`config.mk`:
```
export PLATFORM = sky130hd
export DESIGN_NAME = walksat_controller
export DESIGN_NICKNAME = d
export VERILOG_FILES = /design/src/rtl/walksat_controller.sv
export SDC_FILE = /design/constraint.sdc
export NUM_CORES = 1
export LEC_CHECK = 0
export BUFFER_PORTS_ARGS = -buffer_cell sky130_fd_sc_hd__buf_4
export CAP_MARGIN = 20
export CORE_MARGIN = 2
export CORE_UTILIZATION = 42
export CTS_CLUSTER_SIZE = 14
export DETAILED_ROUTE_END_ITERATION = 8
export PLACE_DENSITY = 0.74
export SKIP_LAST_GASP = 1
export SLEW_MARGIN = 25
export SYNTH_ARGS = -nofsm -noshare
export SYNTH_HDL_FRONTEND = slang
export SYNTH_SLANG_ARGS = --single-unit
```
`constraint.sdc`:
```
create_clock -name clk_i -period 5 [get_ports clk_i]
set_input_delay 1.5 -clock clk_i [delete_from_list [all_inputs] [get_ports clk_i]]
set_output_delay 1.5 -clock clk_i [all_outputs]
set_load 0.005 [all_outputs]
```
`src/rtl/walksat_controller.sv`:
```
// WalkSAT flip-iteration sequencer.
// Drives the datapath control bundle for one iteration at a time: clause
// request/load, pipelined break lookups, flip, push and FIFO drain.
// Bit 14 of the bundle is an unused pad, tied to 0.
module walksat_controller #(
  parameter int unsigned NSAT           = 3,
  parameter int unsigned PIPE_LAT       = 4,
  parameter int unsigned CT_LAT         = 2,
  parameter int unsigned VFS_LAT        = 2,
  parameter int unsigned MAX_FLIPS      = 1000000,
  parameter int unsigned FLIP_CNT_WIDTH = 32
) (
  input  logic                      clk_i,
  input  logic                      rst_i,
  input  logic                      start_i,
  input  logic                      ucs_ready_i,
  input  logic                      ucs_empty_i,
  input  logic                      fifo_empty_i,
  output logic [14:0]               control_signal_o,
  output logic                      busy_o,
  output logic                      done_o,
  output logic                      sat_o,
  output logic [FLIP_CNT_WIDTH-1:0] flip_count_o
);

  localparam int unsigned CNT_MAX = (NSAT > VFS_LAT) ? NSAT : VFS_LAT;
  localparam int unsigned CNT_W   = (CNT_MAX < 3) ? 2 : $clog2(CNT_MAX + 1);

  typedef enum logic [3:0] {
    S_IDLE, S_REQ, S_WAIT, S_LOAD, S_NEG, S_ISSUE,
    S_PIPE, S_SELECT, S_FLIP, S_PUSH, S_POP, S_DONE
  } state_t;

  state_t                    state, state_nxt;
  logic [CNT_W-1:0]          cnt, cnt_nxt;
  logic [FLIP_CNT_WIDTH-1:0] flip_nxt;
  logic                      busy_nxt, done_nxt, sat_nxt;

  // Literal tag pipeline: stage i holds the tag issued i cycles earlier.
  logic [PIPE_LAT:1]         tag_vld;
  logic [1:0]                tag_idx [PIPE_LAT:1];
  logic                      issue_vld;

  logic       cr_wr_en, vt_addr_src, vt_en, vt_wr_en, cflb_wr_en;
  logic       fifo_wr_en, fifo_rd_en, ucs_request;
  logic [1:0] att_src, vfs_wr_en, tb_wr_index;

  // State, counters and status registers.
  always_ff @(posedge clk_i) begin
    if (rst_i) begin
      state        <= S_IDLE;
      cnt          <= '0;
      flip_count_o <= '0;
      busy_o       <= 1'b0;
      done_o       <= 1'b0;
      sat_o        <= 1'b0;
    end else begin
      state        <= state_nxt;
      cnt          <= cnt_nxt;
      flip_count_o <= flip_nxt;
      busy_o       <= busy_nxt;
      done_o       <= done_nxt;
      sat_o        <= sat_nxt;
    end
  end

  // Shift the {valid, k} tags of issued literals down the lookup pipeline.
  always_ff @(posedge clk_i) begin
    if (rst_i) begin
      tag_vld <= '0;
      for (int i = 1; i <= int'(PIPE_LAT); i++) tag_idx[i] <= 2'b00;
    end else begin
      tag_vld[1] <= issue_vld;
      tag_idx[1] <= cnt[1:0];
      for (int i = 2; i <= int'(PIPE_LAT); i++) begin
        tag_vld[i] <= tag_vld[i-1];
        tag_idx[i] <= tag_idx[i-1];
      end
    end
  end

  // Tag-driven fields: temporal buffer index and flip-selector write strobe.
  always_comb begin
    tb_wr_index = tag_vld[CT_LAT] ? tag_idx[CT_LAT] : 2'b11;
    vfs_wr_en   = tag_vld[PIPE_LAT] ? 2'(tag_idx[PIPE_LAT] + 2'd1) : 2'b00;
  end

  // Next-state and state-decoded control fields.
  always_comb begin
    state_nxt   = state;
    cnt_nxt     = cnt;
    flip_nxt    = flip_count_o;
    busy_nxt    = busy_o;
    done_nxt    = done_o;
    sat_nxt     = sat_o;
    issue_vld   = 1'b0;
    cr_wr_en    = 1'b0;
    att_src     = 2'b11;
    vt_addr_src = 1'b0;
    vt_en       = 1'b0;
    vt_wr_en    = 1'b0;
    cflb_wr_en  = 1'b0;
    fifo_wr_en  = 1'b0;
    fifo_rd_en  = 1'b0;
    ucs_request = 1'b0;

    case (state)
      S_IDLE, S_DONE: begin
        if (start_i) begin
          flip_nxt  = '0;
          done_nxt  = 1'b0;
          sat_nxt   = 1'b0;
          busy_nxt  = 1'b1;
          state_nxt = S_REQ;
        end
      end
      S_REQ: begin
        ucs_request = 1'b1;
        state_nxt   = S_WAIT;
      end
      S_WAIT: begin
        if (ucs_empty_i) begin
          done_nxt  = 1'b1;
          sat_nxt   = 1'b1;
          busy_nxt  = 1'b0;
          state_nxt = S_DONE;
        end else if (ucs_ready_i) begin
          state_nxt = S_LOAD;
        end
      end
      S_LOAD: begin
        cr_wr_en  = 1'b1;
        state_nxt = S_NEG;
      end
      S_NEG: begin
        cflb_wr_en = 1'b1;
        cnt_nxt    = '0;
        state_nxt  = S_ISSUE;
      end
      S_ISSUE: begin
        att_src   = cnt[1:0];
        vt_en     = 1'b1;
        issue_vld = 1'b1;
        if (cnt == CNT_W'(NSAT - 1)) begin
          cnt_nxt   = '0;
          state_nxt = S_PIPE;
        end else begin
          cnt_nxt = cnt + CNT_W'(1);
        end
      end
      S_PIPE: begin
        if (tag_vld[PIPE_LAT] && (tag_idx[PIPE_LAT] == 2'(NSAT - 1))) begin
          cnt_nxt   = '0;
          state_nxt = S_SELECT;
        end
      end
      S_SELECT: begin
        if (cnt == CNT_W'(VFS_LAT - 1)) begin
          cnt_nxt   = '0;
          state_nxt = S_FLIP;
        end else begin
          cnt_nxt = cnt + CNT_W'(1);
        end
      end
      S_FLIP: begin
        vt_addr_src = 1'b1;
        vt_en       = 1'b1;
        vt_wr_en    = 1'b1;
        state_nxt   = S_PUSH;
      end
      S_PUSH: begin
        fifo_wr_en = 1'b1;
        state_nxt  = S_POP;
      end
      S_POP: begin
        fifo_rd_en = ~fifo_empty_i;
        if (fifo_empty_i) begin
          flip_nxt = flip_count_o + FLIP_CNT_WIDTH'(1);
          if (flip_nxt == FLIP_CNT_WIDTH'(MAX_FLIPS)) begin
            done_nxt  = 1'b1;
            sat_nxt   = 1'b0;
            busy_nxt  = 1'b0;
            state_nxt = S_DONE;
          end else begin
            state_nxt = S_REQ;
          end
        end
      end
      default: state_nxt = S_IDLE;
    endcase
  end

  assign control_signal_o = {1'b0, cr_wr_en, att_src, vt_addr_src, vt_en, vt_wr_en,
                             vfs_wr_en, cflb_wr_en, tb_wr_index, fifo_wr_en,
                             fifo_rd_en, ucs_request};

endmodule

```
==> impl_metrics.env, run 1 <==
export IMPL_fin_nets=477
export IMPL_slowest_stage="or4_1"
export IMPL_grt_pass1_wl_mm=14.7
export IMPL_clock_sinks=53
export IMPL_ant_nets=0
export IMPL_rsz0062_at_grt="no"
export IMPL_slew_headroom_pct=54.2
export IMPL_drt_total_wl_mm=8.50
export IMPL_htreeDepth=2
export IMPL_ys_seq_elements=53
export IMPL_die_x_um=92.4
export IMPL_power_leakage_nw=1.43
export IMPL_area_delta_synth_final_pct=13.5
export IMPL_post_cts_buffers=0
export IMPL_start_util_pct=43.0
export IMPL_hold_buffers=0
export IMPL_ctsResizeCount=0
export IMPL_firstDrtPassIters=4
export IMPL_r2r_cells=8
export IMPL_routabilityCongestion=0.825
export IMPL_grt_start_max_net_pins=50
export IMPL_drt_initial_drc_count=220
export IMPL_ys_flop_type="dfxtp_1"
export IMPL_drc_errors=0
export IMPL_syn_area_um2=3290
export IMPL_maxSlewViolCount=0
export IMPL_end_kind="flop"
export IMPL_tns_ns=0
export IMPL_routedWlPerCell_um=14.9
export IMPL_cts_inserted_buffers=5
export IMPL_cts_tree="yes"
export IMPL_hold_viol=0
export IMPL_worst_clock_skew_ns=0.00561
export IMPL_vias=3288
export IMPL_drive_gt1_share_pct=16.2
export IMPL_yosysSeqAreaShare_pct=32.3
export IMPL_grt_pass1_vias=3038
export IMPL_io_pins=56
export IMPL_dp_slack_ns=1.39
export IMPL_dieArea_um2=8550
export IMPL_setup_ws_ns=1.58
export IMPL_holdWs_ns=0.451
export IMPL_period_share_pct=68.4
export IMPL_cts_buffer_depth=2
export IMPL_min_path_cells=1
export IMPL_synth_warnings=0
export IMPL_grt_ovfl_total=0
export IMPL_routed_via_density=5.76
export IMPL_clkLatencyLatePin_ns=0.31
export IMPL_num_rows=32
export IMPL_antenna_cells=0
export IMPL_p_per_area_nw_per_um2=321
export IMPL_cp_max_fo=12
export IMPL_final_cell_mix="56 x buf_4, 53 x dfxtp_1, 47 x nand2_1"
export IMPL_synth_edf_count=0
export IMPL_status="complete, no violations"
export IMPL_ir_drop_v=0.000135
export IMPL_crit_chain="nand4_1 > or4_1 > or3_1 > xor2_1 > o211ai_1 > o41a_1 > or4b_1 > o211a_1"
export IMPL_setup_viol=0
export IMPL_worstSetupStartpointType="flop"
export IMPL_coreArea_um2=7650
export IMPL_ys_types=58
export IMPL_synth_avg_cell_area_um2=7.33
export IMPL_numPortBuffers=54
export IMPL_max_freq_ghz=0.292
export IMPL_nFillCells=768
export IMPL_clk_pin_slew_ns=0.10
export IMPL_worstPathRequired_ns=5.22
export IMPL_track_usage_pct=20.9
export IMPL_worst_pin_slew_ns=0.687
export IMPL_die_h_um=92.4
export IMPL_dp_hpwl_mm=5.85
export IMPL_syn_inst=448
export IMPL_final_common_cell="buf_4"
export IMPL_syn_num_nets=457
export IMPL_period_needed_ns=3.42
export IMPL_cts_root_buffer="clkbuf_8"
export IMPL_crit_arrival_ns=3.64
export IMPL_min_path_type="flop to flop"
export IMPL_slowest_delay_ns=0.63
export IMPL_async_flop_share_pct=0
export IMPL_antenna_found_initial=0
export IMPL_crit_type="flop to flop"
export IMPL_maxCapViolations=0
export IMPL_final_util_pct=48.8
## final timing paths
path / from / to / slack [ns]
setup / recovery: flip_count_o[13]$_SDFFE_PP0P_ / busy_o$_SDFFE_PP0P_ / 1.58
hold / removal: tag_idx[0][7]$_SDFF_PP0_ / tag_idx[0][9]$_SDFF_PP0_ / 0.45
setup reg to reg: flip_count_o[13]$_SDFFE_PP0P_ / busy_o$_SDFFE_PP0P_ / 1.58
hold reg to reg: tag_idx[0][7]$_SDFF_PP0_ / tag_idx[0][9]$_SDFF_PP0_ / 0.45
## cell families after synthesis
family                   count (synthesis)  synth area share, %
buffers and inverters                   52                 7.12
flip-flops                              53                 32.3
adder cells (fa/ha/maj)                  3                 1.14
XOR/XNOR                                15                 4.00
AO/OA/AOI/OAI                          103                 18.6
multiplexers                             1                0.305
other                                    1                0.114
AND/OR/NAND/NOR                        220                 36.4
## routing by layer
metal  routed length, µm  vias to the layer above  track usage (%)
li1                    -                     1628                -
met1                3720                     1529             28.8
met2                4090                      122             33.6
met3                 600                        9             3.58
met4                  89                        0             5.85
met5                   0                        -                0
## final cells by class
type | count | area (µm²) | share of cell area (%)
clock buffers | 5 | 68.8 | 1.85
multi-input cells | 343 | 2000 | 53.5
well taps | 102 | 128 | 3.42
repair buffers | 56 | 420 | 11.3
inverters | 9 | 33.8 | 0.906
flip-flops and latches | 53 | 1060 | 28.4
clock inverters | 3 | 22.5 | 0.604
## cell usage after synthesis, types with 6 or more instances
master,count,area [µm²]
nor3_1,22,110
inv_1,9,33.8
buf_4,9,67.6
and4_1,6,52.6
xor2_1,10,87.6
nand4_1,12,75.1
and3_1,7,43.8
clkbuf_1,29,109
nand3_1,21,105
a21oi_1,41,205
o21ai_0,29,145
dfxtp_1,53,1060
nor2b_1,14,87.6
nor2_1,46,173
nor4_1,7,43.8
nand2_1,47,176
## worst max-delay path: cells and delay by family, from the launching register on
kind | cells | cell delay (ns)
AO/OA/AOI/OAI | 3 | 0.83
AND/OR/NAND/NOR | 4 | 1.76
flip-flops | 1 | 0.58
XOR/XNOR | 1 | 0.15
## through the flow
step / area (µm²) / std cells / total power [mW]
6_report: 3730 / 571 / 1.20
5_1_grt: 3730 / 571 / 1.29
4_1_cts: 3730 / 571 / 1.20
3_5_place_dp: 3640 / 563 / 0.951
3_3_place_gp: 3640 / 563 / 0.937
2_1_floorplan: 3290 / 448 / 0.837
## power by group
| part | switching (mW) | leakage (nW) | internal [mW] |
|---|---|---|---|
| Combinational | 0.279 | 0.957 | 0.170 |
| Sequential | 0.0537 | 0.428 | 0.443 |
| Clock | 0.152 | 0.0481 | 0.0998 |
## state kept, by name, indices dropped and copies added, names as in the netlist
| name | count |
|---|---|
| busy_o | 1 |
| cnt | 2 |
| done_o | 1 |
| flip_count_o | 32 |
| sat_o | 1 |
| state | 4 |
| tag_idx | 8 |
| tag_vld | 4 |
(Power assumes the default switching activity.)
==> inputs of run 2 (changes only) <==
Clock period 5 ns to 3.2 ns, I/O delays scaled along.
==> impl_metrics.env, run 2 (same netlist as run 1, synthesis figures left out) <==
export IMPL_setup_viol=0
export IMPL_worstPathRequired_ns=3.42
export IMPL_period_needed_ns=3.08
export IMPL_worst_pin_slew_ns=0.528
export IMPL_drive_gt1_share_pct=22.1
export IMPL_slew_headroom_pct=64.8
export IMPL_crit_arrival_ns=3.29
export IMPL_cts_inserted_buffers=5
export IMPL_end_kind="flop"
export IMPL_cts_tree="yes"
export IMPL_hold_buffers=0
export IMPL_final_cell_mix="85 x buf_4, 50 x dfxtp_1, 47 x nand2_1"
export IMPL_numPortBuffers=54
export IMPL_worstSetupStartpointType="flop"
export IMPL_dp_cells=589
export IMPL_top_register="flip_count_o"
export IMPL_track_usage_pct=20.9
export IMPL_maxCapViolations=0
export IMPL_num_rows=32
export IMPL_worst_clock_skew_ns=0.00338
export IMPL_p_per_area_nw_per_um2=491
export IMPL_die_h_um=92.4
export IMPL_clk_pin_slew_ns=0.10
export IMPL_nFillCells=746
export IMPL_power_leakage_nw=1.59
export IMPL_dieArea_um2=8550
export IMPL_routabilityCongestion=0.883
export IMPL_period_share_pct=96.1
export IMPL_vias=3427
export IMPL_crit_type="flop to flop"
export IMPL_coreArea_um2=7650
export IMPL_cts_root_buffer="clkbuf_8"
export IMPL_ant_nets=0
export IMPL_maxSlewViolCount=0
export IMPL_antenna_cells=0
export IMPL_setup_ws_ns=0.124
export IMPL_max_freq_ghz=0.325
export IMPL_final_common_cell="buf_4"
export IMPL_drc_errors=0
export IMPL_start_util_pct=43.0
export IMPL_firstDrtPassIters=4
export IMPL_holdWs_ns=0.446
export IMPL_largest_register_ffs=32
export IMPL_dp_slack_ns=0.0205
export IMPL_ir_drop_v=0.000253
export IMPL_top_regs="flip_count_o: 32 flops, tag_idx: 8 flops"
export IMPL_io_pins=56
export IMPL_grt_pass1_wl_mm=14.6
export IMPL_fin_cells=600
export IMPL_grt_start_max_net_pins=50
export IMPL_antenna_found_initial=0
export IMPL_grt_ovfl_total=0
export IMPL_routedWlPerCell_um=14.9
export IMPL_clkLatencyLatePin_ns=0.31
export IMPL_fin_nets=506
export IMPL_htreeDepth=2
export IMPL_dp_hpwl_mm=6.45
export IMPL_cp_max_fo=5
export IMPL_area_delta_synth_final_pct=20.5
export IMPL_clock_sinks=53
export IMPL_drt_initial_drc_count=210
export IMPL_final_util_pct=51.8
export IMPL_rsz0062_at_grt="no"
export IMPL_tns_ns=0
export IMPL_hold_viol=0
export IMPL_die_x_um=92.4
export IMPL_cts_buffer_depth=2
export IMPL_min_path_type="flop to flop"
export IMPL_grt_pass1_vias=2967
export IMPL_routed_via_density=5.71
export IMPL_status="complete, no violations"
export IMPL_drt_total_wl_mm=8.97
run 2: per-layer routing:
| layer | global-route usage [%] | part of all wire (%) | vias up |
|---|---|---|---|
| met5 | 0 | 0 | - |
| met4 | 6.47 | 1.7 | 0 |
| met3 | 3.09 | 8.0 | 16 |
| met2 | 33.1 | 46 | 154 |
| met1 | 29.4 | 45 | 1577 |
| li1 | - | - | 1680 |
run 2: per-stage QoR:
stage	total power [mW]	area [µm²]
floorplan	1.31	3290
global placement	1.54	3830
detailed placement	1.55	3830
CTS	1.95	3940
global route	2.08	3960
finish	1.95	3960
run 2: layout make-up:
type	instances	area, µm²	share of cell area, %
clock inverters	3	25.0	0.632
clock buffers	5	68.8	1.74
repair buffers	85	638	16.1
well taps	102	128	3.22
inverters	9	33.8	0.853
flip-flops and latches	53	1060	26.9
multi-input cells	343	2000	50.6
run 2: final timing paths:
| check | cells after the start | slack [ns] | start | endpoint |
|---|---|---|---|---|
| setup / recovery | 8 | 0.12 | flip_count_o[11]$_SDFFE_PP0P_ | busy_o$_SDFFE_PP0P_ |
| hold / removal | 1 | 0.45 | tag_idx[0][6]$_SDFF_PP0_ | tag_idx[0][8]$_SDFF_PP0_ |
| setup reg to reg | 8 | 0.12 | flip_count_o[11]$_SDFFE_PP0P_ | busy_o$_SDFFE_PP0P_ |
| hold reg to reg | 1 | 0.45 | tag_idx[0][6]$_SDFF_PP0_ | tag_idx[0][8]$_SDFF_PP0_ |
run 2: what timing repair did:
| item | CTS | global route |
|---|---|---|
| cloned | 0 | 0 |
| endpoints found under the setup margin | 2 | 2 |
| gates resized for setup | 0 | 5 |
| pin swaps | 1 | 1 |
| setup buffers | 2 | 1 |
run 2: power breakdown:
group / leakage (nW) / switching, mW / internal (mW)
registers: 0.429 / 0.0193 / 0.693
clock network: 0.0447 / 0.244 / 0.159
logic: 1.11 / 0.510 / 0.321
run 2: critical path: stages, from the launching register on:
cell and delay (ns):
dfxtp_1 0.39, nand4_1 0.12, or4_1 0.61, or3_4 0.41, xor2_1 0.14, o211ai_1 0.16, o41a_1 0.50, or4b_1 0.51
o211a_1 0.14
==> inputs of run 3 (changes only) <==
--- a/config.mk
+++ b/config.mk
@@ -9,7 +9,6 @@
 export CAP_MARGIN = 20
-export CORE_MARGIN = 2
-export CORE_UTILIZATION = 42
+export CORE_UTILIZATION = 55
 export CTS_CLUSTER_SIZE = 14
 export DETAILED_ROUTE_END_ITERATION = 8
-export PLACE_DENSITY = 0.74
+export PLACE_DENSITY = 0.89
 export SKIP_LAST_GASP = 1
==> constraint.sdc (replaced) <==
create_clock -name clk_i -period 3.2 [get_ports clk_i]
set_input_delay 0.32 -clock clk_i [delete_from_list [all_inputs] [get_ports clk_i]]
set_output_delay 0.32 -clock clk_i [all_outputs]
set_load 0.005 [all_outputs]
==> impl_metrics.env, run 3 (same netlist as run 1, synthesis figures left out) <==
export IMPL_status="complete, no violations"
export IMPL_rsz0062_at_grt="no"
export IMPL_antenna_found_initial=0
export IMPL_worstPathRequired_ns=3.42
export IMPL_crit_cells=8
export IMPL_cp_max_fo=5
export IMPL_ant_nets=0
export IMPL_max_freq_ghz=0.329
export IMPL_drc_errors=0
export IMPL_top_regs="flip_count_o: 32 flops, tag_idx: 8 flops"
export IMPL_endpoint="busy_o$_SDFFE_PP0P_"
export IMPL_multi_input_area_um2=2010
export IMPL_top_register="flip_count_o"
export IMPL_coreArea_um2=5640
export IMPL_cts_root_buffer="clkbuf_8"
export IMPL_cts_buffer_depth=2
export IMPL_setup_viol=0
export IMPL_maxCapViolations=0
export IMPL_final_common_cell="buf_4"
export IMPL_routabilityCongestion=0.891
export IMPL_cpLargestDelayFamily="simple AND/OR/NAND/NOR gates"
export IMPL_dieArea_um2=6290
export IMPL_largest_register_ffs=32
export IMPL_min_path_type="input port to flop"
export IMPL_clock_sinks=53
export IMPL_io_pins=56
export IMPL_reg2reg_slack_ns=0.16
export IMPL_crit_type="flop to flop"
export IMPL_routed_via_density=6.08
export IMPL_maxSlewViolCount=0
export IMPL_cts_tree="yes"
export IMPL_routedWlPerCell_um=15.1
export IMPL_vias=3413
export IMPL_drt_total_wl_mm=8.48
export IMPL_p_per_area_nw_per_um2=495
export IMPL_dp_cells=552
export IMPL_final_util_pct=68.4
export IMPL_crit_arrival_ns=3.26
export IMPL_end_kind="flop"
export IMPL_worst_path_buf_inv=0
export IMPL_reg2reg_from="flip_count_o[11]$_SDFFE_PP0P_"
export IMPL_grt_pass1_wl_mm=14.3
export IMPL_fin_cells=561
export IMPL_timing_rr_end="busy_o$_SDFFE_PP0P_"
export IMPL_grt_pass1_vias=3201
export IMPL_numPortBuffers=54
export IMPL_grt_start_max_net_pins=50
export IMPL_clk_pin_slew_ns=0.10
export IMPL_area_delta_synth_final_pct=17.5
export IMPL_cts_inserted_buffers=5
export IMPL_clkLatencyLatePin_ns=0.32
export IMPL_fin_nets=497
export IMPL_worst_pin_slew_ns=0.566
export IMPL_crit_start="flip_count_o[11]$_SDFFE_PP0P_"
export IMPL_slowest_stage="or4_1"
export IMPL_final_cell_mix="76 x buf_4, 48 x dfxtp_1, 47 x nand2_1"
export IMPL_num_rows=27
export IMPL_period_needed_ns=3.04
export IMPL_slowest_delay_ns=0.62
export IMPL_power_leakage_nw=1.54
export IMPL_die_x_um=79.3
export IMPL_firstDrtPassIters=7
export IMPL_antenna_cells=0
export IMPL_r2r_cells=8
export IMPL_ir_drop_v=0.000469
export IMPL_holdWs_ns=0.447
export IMPL_period_share_pct=95.0
export IMPL_seqCellArea_um2=1070
export IMPL_drt_initial_drc_count=268
export IMPL_worstSetupStartpointType="flop"
export IMPL_drive_gt1_share_pct=21.1
export IMPL_die_h_um=79.3
export IMPL_tns_ns=0
export IMPL_crit_chain="nand4_1 > or4_1 > or3_1 > xor2_1 > o211ai_1 > o41a_1 > or4b_1 > o211a_1"
export IMPL_grt_ovfl_total=0
export IMPL_start_util_pct=58.2
export IMPL_htreeDepth=2
export IMPL_nFillCells=459
export IMPL_slew_headroom_pct=62.3
export IMPL_track_usage_pct=28.3
export IMPL_dp_hpwl_mm=6.02
export IMPL_worst_clock_skew_ns=0.00798
export IMPL_hold_viol=0
-- run 3: cell types whose count changed in the layout (fill, tap and decap cells not counted) --
cell / change
buf_4: -9
dfxtp_1: -2
dfxtp_2: +2
nor3_1: -2
nor3_2: +2
and4_1: +1
and4_2: -1
or3_1: +1
or3_4: -1
-- run 3: repair_timing --
item,4_1_cts,5_1_grt
hold buffers,0,0
setup buffers,0,1
hold endpoints to repair,0,0
endpoints found under the setup margin,0,2
resized for setup,0,7
-- run 3: where the power goes --
group          internal (mW)  total, mW  switching, mW
sequential             0.693      0.717         0.0240
clock                  0.158      0.396          0.238
combinational          0.296      0.800          0.504
-- run 3: worst min-delay path by stage --
| stage | start | to | slack, ns | cells after the start |
|---|---|---|---|---|
| CTS | rst_i | tag_idx[0][3]$_SDFF_PP0_ | 0.45 | 2 |
| floorplan | tag_idx[0][2]$_SDFF_PP0_ | tag_idx[0][4]$_SDFF_PP0_ | 0.41 | 1 |
| global placement | tag_idx[0][7]$_SDFF_PP0_ | tag_idx[0][9]$_SDFF_PP0_ | 0.42 | 1 |
| finish | rst_i | flip_count_o[29]$_SDFFE_PP0P_ | 0.45 | 2 |
| detailed placement | tag_idx[0][6]$_SDFF_PP0_ | tag_idx[0][8]$_SDFF_PP0_ | 0.43 | 1 |
| global route | rst_i | tag_idx[0][3]$_SDFF_PP0_ | 0.46 | 2 |
-- run 3: layout make-up --
class	instances	share of cell area, %
Multi-Input combinational cell	343	51.9
Sequential cell	53	27.6
Timing Repair Buffer	76	14.8
Tap cell	72	2.33
Clock buffer	5	1.78
Inverter	9	0.875
Clock inverter	3	0.648
-- run 3: metrics by stage --
step                power [mW]  cell area (µm²)  setup slack, ns
finish                    1.91             3860            0.160
global route              2.04             3860           0.0456
CTS                       1.90             3840           0.0965
detailed placement        1.52             3740            0.111
global placement          1.50             3740            0.209
floorplan                 1.31             3290           0.0899
-- run 3: per-layer routing --
| metal | part of all wire (%) | vias to the layer above | track usage [%] |
|---|---|---|---|
| met5 | 0 | - | 0 |
| met3 | 6.0 | 23 | 5.17 |
| met2 | 47 | 147 | 46.6 |
| met1 | 44 | 1582 | 35.3 |
| li1 | - | 1661 | - |
| met4 | 2.6 | 0 | 13.6 |
